## config.mk

```make
export PLATFORM = sky130hd
export DESIGN_NAME = mem_port_arbiter
export DESIGN_NICKNAME = d
export VERILOG_FILES = /design/src/rtl/mem_port_arbiter_pkg.sv /design/src/rtl/mem_byte_sequencer.sv /design/src/rtl/mem_port_arbiter.sv
export SDC_FILE = /design/constraint.sdc
export NUM_CORES = 1
export LEC_CHECK = 0
export ABC_AREA = 1
export CAP_MARGIN = 20
export CORE_UTILIZATION = 48
export DETAILED_ROUTE_END_ITERATION = 8
export PLACE_DENSITY = 0.8
export SLEW_MARGIN = 0
export SYNTH_ARGS = -nofsm -noshare
export SYNTH_HDL_FRONTEND = slang
export SYNTH_HIERARCHICAL = 1
export SYNTH_SLANG_ARGS = --single-unit
```

## constraint.sdc

```tcl
create_clock -name clk -period 2.45 [get_ports clk]
set_clock_uncertainty 0.15 [all_clocks]
set_input_delay 0.49 -clock clk [delete_from_list [all_inputs] [get_ports clk]]
set_output_delay 0.49 -clock clk [all_outputs]
set_load 0.01 [all_outputs]
```

## src/rtl/mem_port_arbiter_pkg.sv

```systemverilog
// Shared encodings for the fetch/data memory port arbiter and its byte sequencer.
package mem_port_arbiter_pkg;

    localparam logic [1:0] SIZE_BYTE = 2'd0;
    localparam logic [1:0] SIZE_HALF = 2'd1;
    localparam logic [1:0] SIZE_WORD = 2'd2;

    localparam logic [0:0] ARB_IDLE = 1'b0;
    localparam logic [0:0] ARB_BUSY = 1'b1;

    localparam logic OWNER_IF = 1'b0;
    localparam logic OWNER_DM = 1'b1;

    typedef struct packed {
        logic       owner;
        logic       we;
        logic [1:0] last_idx;
    } grant_t;

    // Index of the final beat; the reserved size code is handled as a word.
    function automatic logic [1:0] last_beat_idx(input logic [1:0] size);
        case (size)
            SIZE_BYTE: last_beat_idx = 2'd0;
            SIZE_HALF: last_beat_idx = 2'd1;
            default:   last_beat_idx = 2'd3;
        endcase
    endfunction

endpackage

```

## src/rtl/mem_byte_sequencer.sv

```systemverilog
// Beat counter, wrapping byte address and little-endian lane capture/select
// for one word/half/byte transfer on the byte-wide memory port.
module mem_byte_sequencer
    import mem_port_arbiter_pkg::*;
#(
    parameter int ADDR_W = 10
) (
    input  logic              clk,
    input  logic              reset,
    input  logic              start,
    input  logic [ADDR_W-1:0] start_addr,
    input  logic [1:0]        start_last,
    input  logic              start_we,
    input  logic [31:0]       start_wdata,
    input  logic              active,
    input  logic [7:0]        mem_rdata,
    output logic [ADDR_W-1:0] mem_addr,
    output logic              mem_we,
    output logic [7:0]        mem_wdata,
    output logic              last_beat,
    output logic [31:0]       assembled
);

    logic [ADDR_W-1:0] base;
    logic [1:0]        beat;
    logic [1:0]        last_idx;
    logic              we;
    logic [31:0]       wdata;
    logic [31:0]       asm_q;
    logic [31:0]       asm_next;

    // The current beat's byte is merged here so the final beat can publish in the same edge.
    always_comb begin
        asm_next = asm_q;
        if (!we) begin
            asm_next[{beat, 3'b000} +: 8] = mem_rdata;
        end
    end

    always_ff @(posedge clk) begin
        if (reset) begin
            base     <= '0;
            beat     <= 2'd0;
            last_idx <= 2'd0;
            we       <= 1'b0;
            wdata    <= 32'h0;
            asm_q    <= 32'h0;
        end else if (start) begin
            base     <= start_addr;
            beat     <= 2'd0;
            last_idx <= start_last;
            we       <= start_we;
            wdata    <= start_wdata;
            asm_q    <= 32'h0;
        end else if (active) begin
            beat     <= beat + 2'd1;
            asm_q    <= asm_next;
        end
    end

    assign mem_addr  = active ? base + ADDR_W'(beat) : '0;
    assign mem_we    = active && we;
    assign mem_wdata = (active && we) ? wdata[{beat, 3'b000} +: 8] : 8'h00;
    assign last_beat = active && (beat == last_idx);
    assign assembled = asm_next;

endmodule

```

## src/rtl/mem_port_arbiter.sv

```systemverilog
// Shares the byte-wide memory port between instruction fetch and data load/store,
// serialising each access into little-endian byte beats.
//
// state    | meaning
// ARB_IDLE | arbitrate; data side wins unless its done is high this cycle
// ARB_BUSY | one byte beat per cycle until the last beat of the owner's access
module mem_port_arbiter
    import mem_port_arbiter_pkg::*;
#(
    parameter int MEM_SIZE = 1024,
    parameter int ADDR_W   = $clog2(MEM_SIZE)
) (
    input  logic              clk,
    input  logic              reset,
    input  logic              if_req,
    input  logic [31:0]       if_addr,
    output logic              if_done,
    output logic [31:0]       if_rdata,
    input  logic              dm_req,
    input  logic              dm_we,
    input  logic [1:0]        dm_size,
    input  logic [31:0]       dm_addr,
    input  logic [31:0]       dm_wdata,
    output logic              dm_done,
    output logic [31:0]       dm_rdata,
    output logic              busy,
    output logic [ADDR_W-1:0] mem_addr,
    output logic              mem_we,
    output logic [7:0]        mem_wdata,
    input  logic [7:0]        mem_rdata
);

    logic [0:0]        state;
    logic              owner;
    logic              dm_grant;
    logic              if_grant;
    logic              start;
    grant_t            grant;
    logic [ADDR_W-1:0] start_addr;
    logic [31:0]       start_wdata;
    logic              last_beat;
    logic [31:0]       assembled;
    logic              unused_addr_bits;

    // Masking a requester on its done cycle hands the next slot to the other side.
    always_comb begin
        dm_grant = (state == ARB_IDLE) && dm_req && !dm_done;
        if_grant = (state == ARB_IDLE) && if_req && !if_done && !dm_grant;
        start    = dm_grant || if_grant;
        grant    = '{owner: OWNER_IF, we: 1'b0, last_idx: last_beat_idx(SIZE_WORD)};
        start_addr  = if_addr[ADDR_W-1:0];
        start_wdata = 32'h0;
        if (dm_grant) begin
            grant       = '{owner: OWNER_DM, we: dm_we, last_idx: last_beat_idx(dm_size)};
            start_addr  = dm_addr[ADDR_W-1:0];
            start_wdata = dm_wdata;
        end
    end

    always_ff @(posedge clk) begin
        if (reset) begin
            state    <= ARB_IDLE;
            owner    <= OWNER_IF;
            if_done  <= 1'b0;
            dm_done  <= 1'b0;
            if_rdata <= 32'h0;
            dm_rdata <= 32'h0;
        end else begin
            if_done <= 1'b0;
            dm_done <= 1'b0;
            case (state)
                ARB_IDLE: begin
                    if (start) begin
                        state <= ARB_BUSY;
                        owner <= grant.owner;
                    end
                end
                default: begin
                    if (last_beat) begin
                        state <= ARB_IDLE;
                        if (owner == OWNER_DM) begin
                            dm_done  <= 1'b1;
                            dm_rdata <= assembled;
                        end else begin
                            if_done  <= 1'b1;
                            if_rdata <= assembled;
                        end
                    end
                end
            endcase
        end
    end

    assign busy = (state == ARB_BUSY);

    mem_byte_sequencer #(.ADDR_W(ADDR_W)) u_seq (
        .clk         (clk),
        .reset       (reset),
        .start       (start),
        .start_addr  (start_addr),
        .start_last  (grant.last_idx),
        .start_we    (grant.we),
        .start_wdata (start_wdata),
        .active      (busy),
        .mem_rdata   (mem_rdata),
        .mem_addr    (mem_addr),
        .mem_we      (mem_we),
        .mem_wdata   (mem_wdata),
        .last_beat   (last_beat),
        .assembled   (assembled)
    );

    assign unused_addr_bits = ^{if_addr[31:ADDR_W], dm_addr[31:ADDR_W]};

endmodule

```

==> flow_metrics.py <==
metrics = {
    "outcome": {
        "status": "complete, but fails checks",
        "violated_checks": "setup timing",
    },
    "placement": {
        "io_buffer_count": 152,
        "hpwlAfterDp_um": 12600,
        "place.gp.congestion": 0.852,
    },
    "floorplan": {
        "die-width_um": 122,
        "core_area_um2": 14000,
        "rows": 43,
        "pin_count": 197,
        "die_area_um2": 14900,
        "start_util_pct": 49.6,
        "die_h_um": 122,
    },
    "global_route": {
        "grt_overflow_total": 0,
        "first_global_vias": 6422,
        "antenna_violations_before_repair": 0,
        "grt_use_total_pct": 25.5,
        "grt_first_pass_wirelength_um": 30000,
        "maximum_number_of_pins_on_one_net_before_global_route_repair": 46,
    },
    "layout": {
        "design.final.nets": 1326,
        "layout_commonest_cell": "nor2_1",
        "layout-area-overhead-vs-synth_pct": 33.8,
        "share_of_final_layout_standard_cells_stronger_than_drive_strength_1_pct": 9.67,
        "n_antenna_cell": 0,
        "filler_cell_count": 1197,
        "layout.cells.most_common_list": "nor2_1 (360), nand2_1 (151), dfxtp_1 (142)",
        "fin_util_pct": 66.4,
    },
    "sta": {
        "finalHoldViolations": 0,
        "clock.fmax_mhz": 401,
        "finalCritPeriodShare_pct": 102,
        "finalMaxSlewViolations": 0,
        "fin_tns_setup_ps": -69.3,
        "actual_slew_at_the_worst_max_slew_pin_ps": 663,
        "period_minus_slack_ps": 2490,
        "worst_slew_margin_rel_pct": 55.7,
        "setup_ws_final_ps": -41.9,
        "hold_slack_ps": 345,
        "grt_setup_unrepaired": "true",
        "finalSetupViolCount": 2,
    },
    "routing": {
        "drt_iter0_markers": 438,
        "post_drt_via_cell_ratio": 5.08,
        "firstDrtPassIters": 5,
        "avgRoutedWirePerCell_um": 13.4,
        "finalWirelength_um": 18800,
        "ant_nets": 0,
        "post-route-drc-count": 0,
        "route.vias.total": 7110,
    },
    "power": {
        "power.leakage_nw": 4.57,
        "power_density_nw_per_um2": 671,
        "ir_drop_worst_vdd_mv": 0.543,
        "finalPower_mw": 6.23,
    },
    "setup_path": {
        "critical_path.reg2reg.startpoint": "u_seq/beat[0]",
        "path_delay_family": "adder cells",
        "critPathCaptureType": "primary output",
        "cp.arrival_ps": 1850,
        "crit_buf_inv": 1,
        "cells_along_the_critical_path": "ha_4 > fa_2 > nand2_4 > nor2_4 > nand2_1 > nand2_1 > nor2_1 > buf_2",
        "worst_setup_path_start_kind": "register",
        "timing.critical_path.from": "u_seq/beat[0]",
        "crit_top_cell": "nand2_1",
        "critPathKind": "reg -> out",
        "worst-path-max-fanout": 4,
        "crit_path_top_delay_cell": "fa_2",
        "worstPathRequired_ps": 1810,
        "highest_cell_delay_on_the_worst_timing_path_ps": 380,
    },
    "synth": {
        "synth_cells": 1063,
        "ys_ff_latch": 147,
        "synth.cell_area_um2": 6940,
        "syn-num-nets": 1182,
        "synth.top_cell.area_share_pct": 42.4,
        "dominantRegCellSynth": "dfxtp_1",
        "ys_async_sr_fraction_pct": 0,
        "number_of_synthesis_warnings": 6,
        "yosys-top-cells-area": "dfxtp_1 (42%), nor2_1 (20%), nand2_1 (8.4%)",
        "seq_area_frac_synth_pct": 42.4,
        "post_synth_num_cell_types": 33,
        "synth_enable_flop_cells": 0,
        "yosys.area.top_type": "dfxtp_1",
        "syn_area_per_cell_um2": 6.53,
    },
    "cts": {
        "htree_num_levels": 4,
        "clkSinkCount": 147,
        "clock_tree.buffer_depth": 2,
        "clk_root_buffer_cell": "clkbuf_16",
        "clk_pin_slew_worst_paths_ps": 60,
        "cts_inserted_buffers": 17,
        "cts_hold_repair.buffers": 0,
        "cts_tree": "done",
        "worstSkewPairLatency_ps": 420,
    },
    "worst_hold_path": {
        "hold_path_startpoint": "if_rdata[16]",
        "worstHoldPathType": "reg -> reg",
    },
    "job": {
        "drv.max_cap_violation_count": 0,
    },
}
==> final timing paths <==
path                            cells past startpoint           end  slack [ps]
worst max-delay path                                8   mem_addr[8]         -40
worst min-delay path                                2  if_rdata[16]         340
worst max register to register                      9  dm_rdata[27]         160
worst min register to register                      2  if_rdata[16]         340
==> cells by family after synthesis <==
family	share of synthesized area [%]
buffers and inverters	9.79
and+or+nand+nor	34.5
adders and majority gates	1.55
xor gates and xnor gates	0.252
AOI/OAI and AO/OA	11.5
DFF	42.4
==> metrics by stage <==
step,std cells,area (um^2),worst slack (ps)
5_1_grt,1400,9290,-111
6_report,1400,9290,-41.9
4_1_cts,1399,9220,-79.9
3_3_place_gp,1366,8610,-68.6
2_1_floorplan,1063,6940,254
3_5_place_dp,1366,8610,-81.8
==> power breakdown <==
part           total [mW]  internal [mW]  switching (mW)
logic                1.11          0.467           0.644
registers            2.65           2.55           0.106
clock network        2.47           1.45            1.02
==> cell type report <==
cell class	instances	area (um^2)	share of cell area (%)
Clock buffer	21	460	4.96
Clock inverter	11	104	1.12
Inverter	101	388	4.18
Multi-Input combinational cell	759	3410	36.8
Sequential cell	147	2950	31.8
Tap cell	180	225	2.43
Timing Repair Buffer	181	1740	18.7
==> worst min-delay path, delay by kind of cell (launching register included) <==
family | cells | cell delay [ps]
flops | 1 | 320
simple gates | 1 | 70
compound gates | 1 | 70
==> what timing repair did <==
action                     4_1_cts  5_1_grt
cloned                           1        0
buffers inserted                 0        1
setup endpoints to repair       31       81
resized for setup               67       33
pin swaps                        3        6
==> state kept, by name, summed over array words and instances, names as in the netlist <==
name / count
dm_done: 1
u_seq/beat: 2
dm_rdata: 32
if_rdata: 32
busy: 1
u_seq/asm_q: 32
u_seq/last_idx: 2
u_seq/wdata: 32
u_seq/we: 1
owner: 1
if_done: 1
u_seq/base: 10
==> synthesized netlist by cell type, types with 7 or more instances <==
master	n
nand3_1	37
ha_1	7
a21oi_1	18
nor3_1	10
nand4_1	10
o21ai_1	29
dfxtp_1	147
nand2_1	155
clkbuf_1	18
inv_1	93
o21ai_0	109
nor2_1	364
buf_2	23
==> per-layer routing <==
layer	wire (um)	up-vias	share of wire [%]	global-route usage [%]
li1	-	3600	-	-
met1	8460	3204	45	32.6
met2	8690	264	46	41.9
met3	1240	42	6.6	5.58
met4	441	0	2.3	9.68
met5	0	-	0	0
Power figures use the tool's default switching activity.
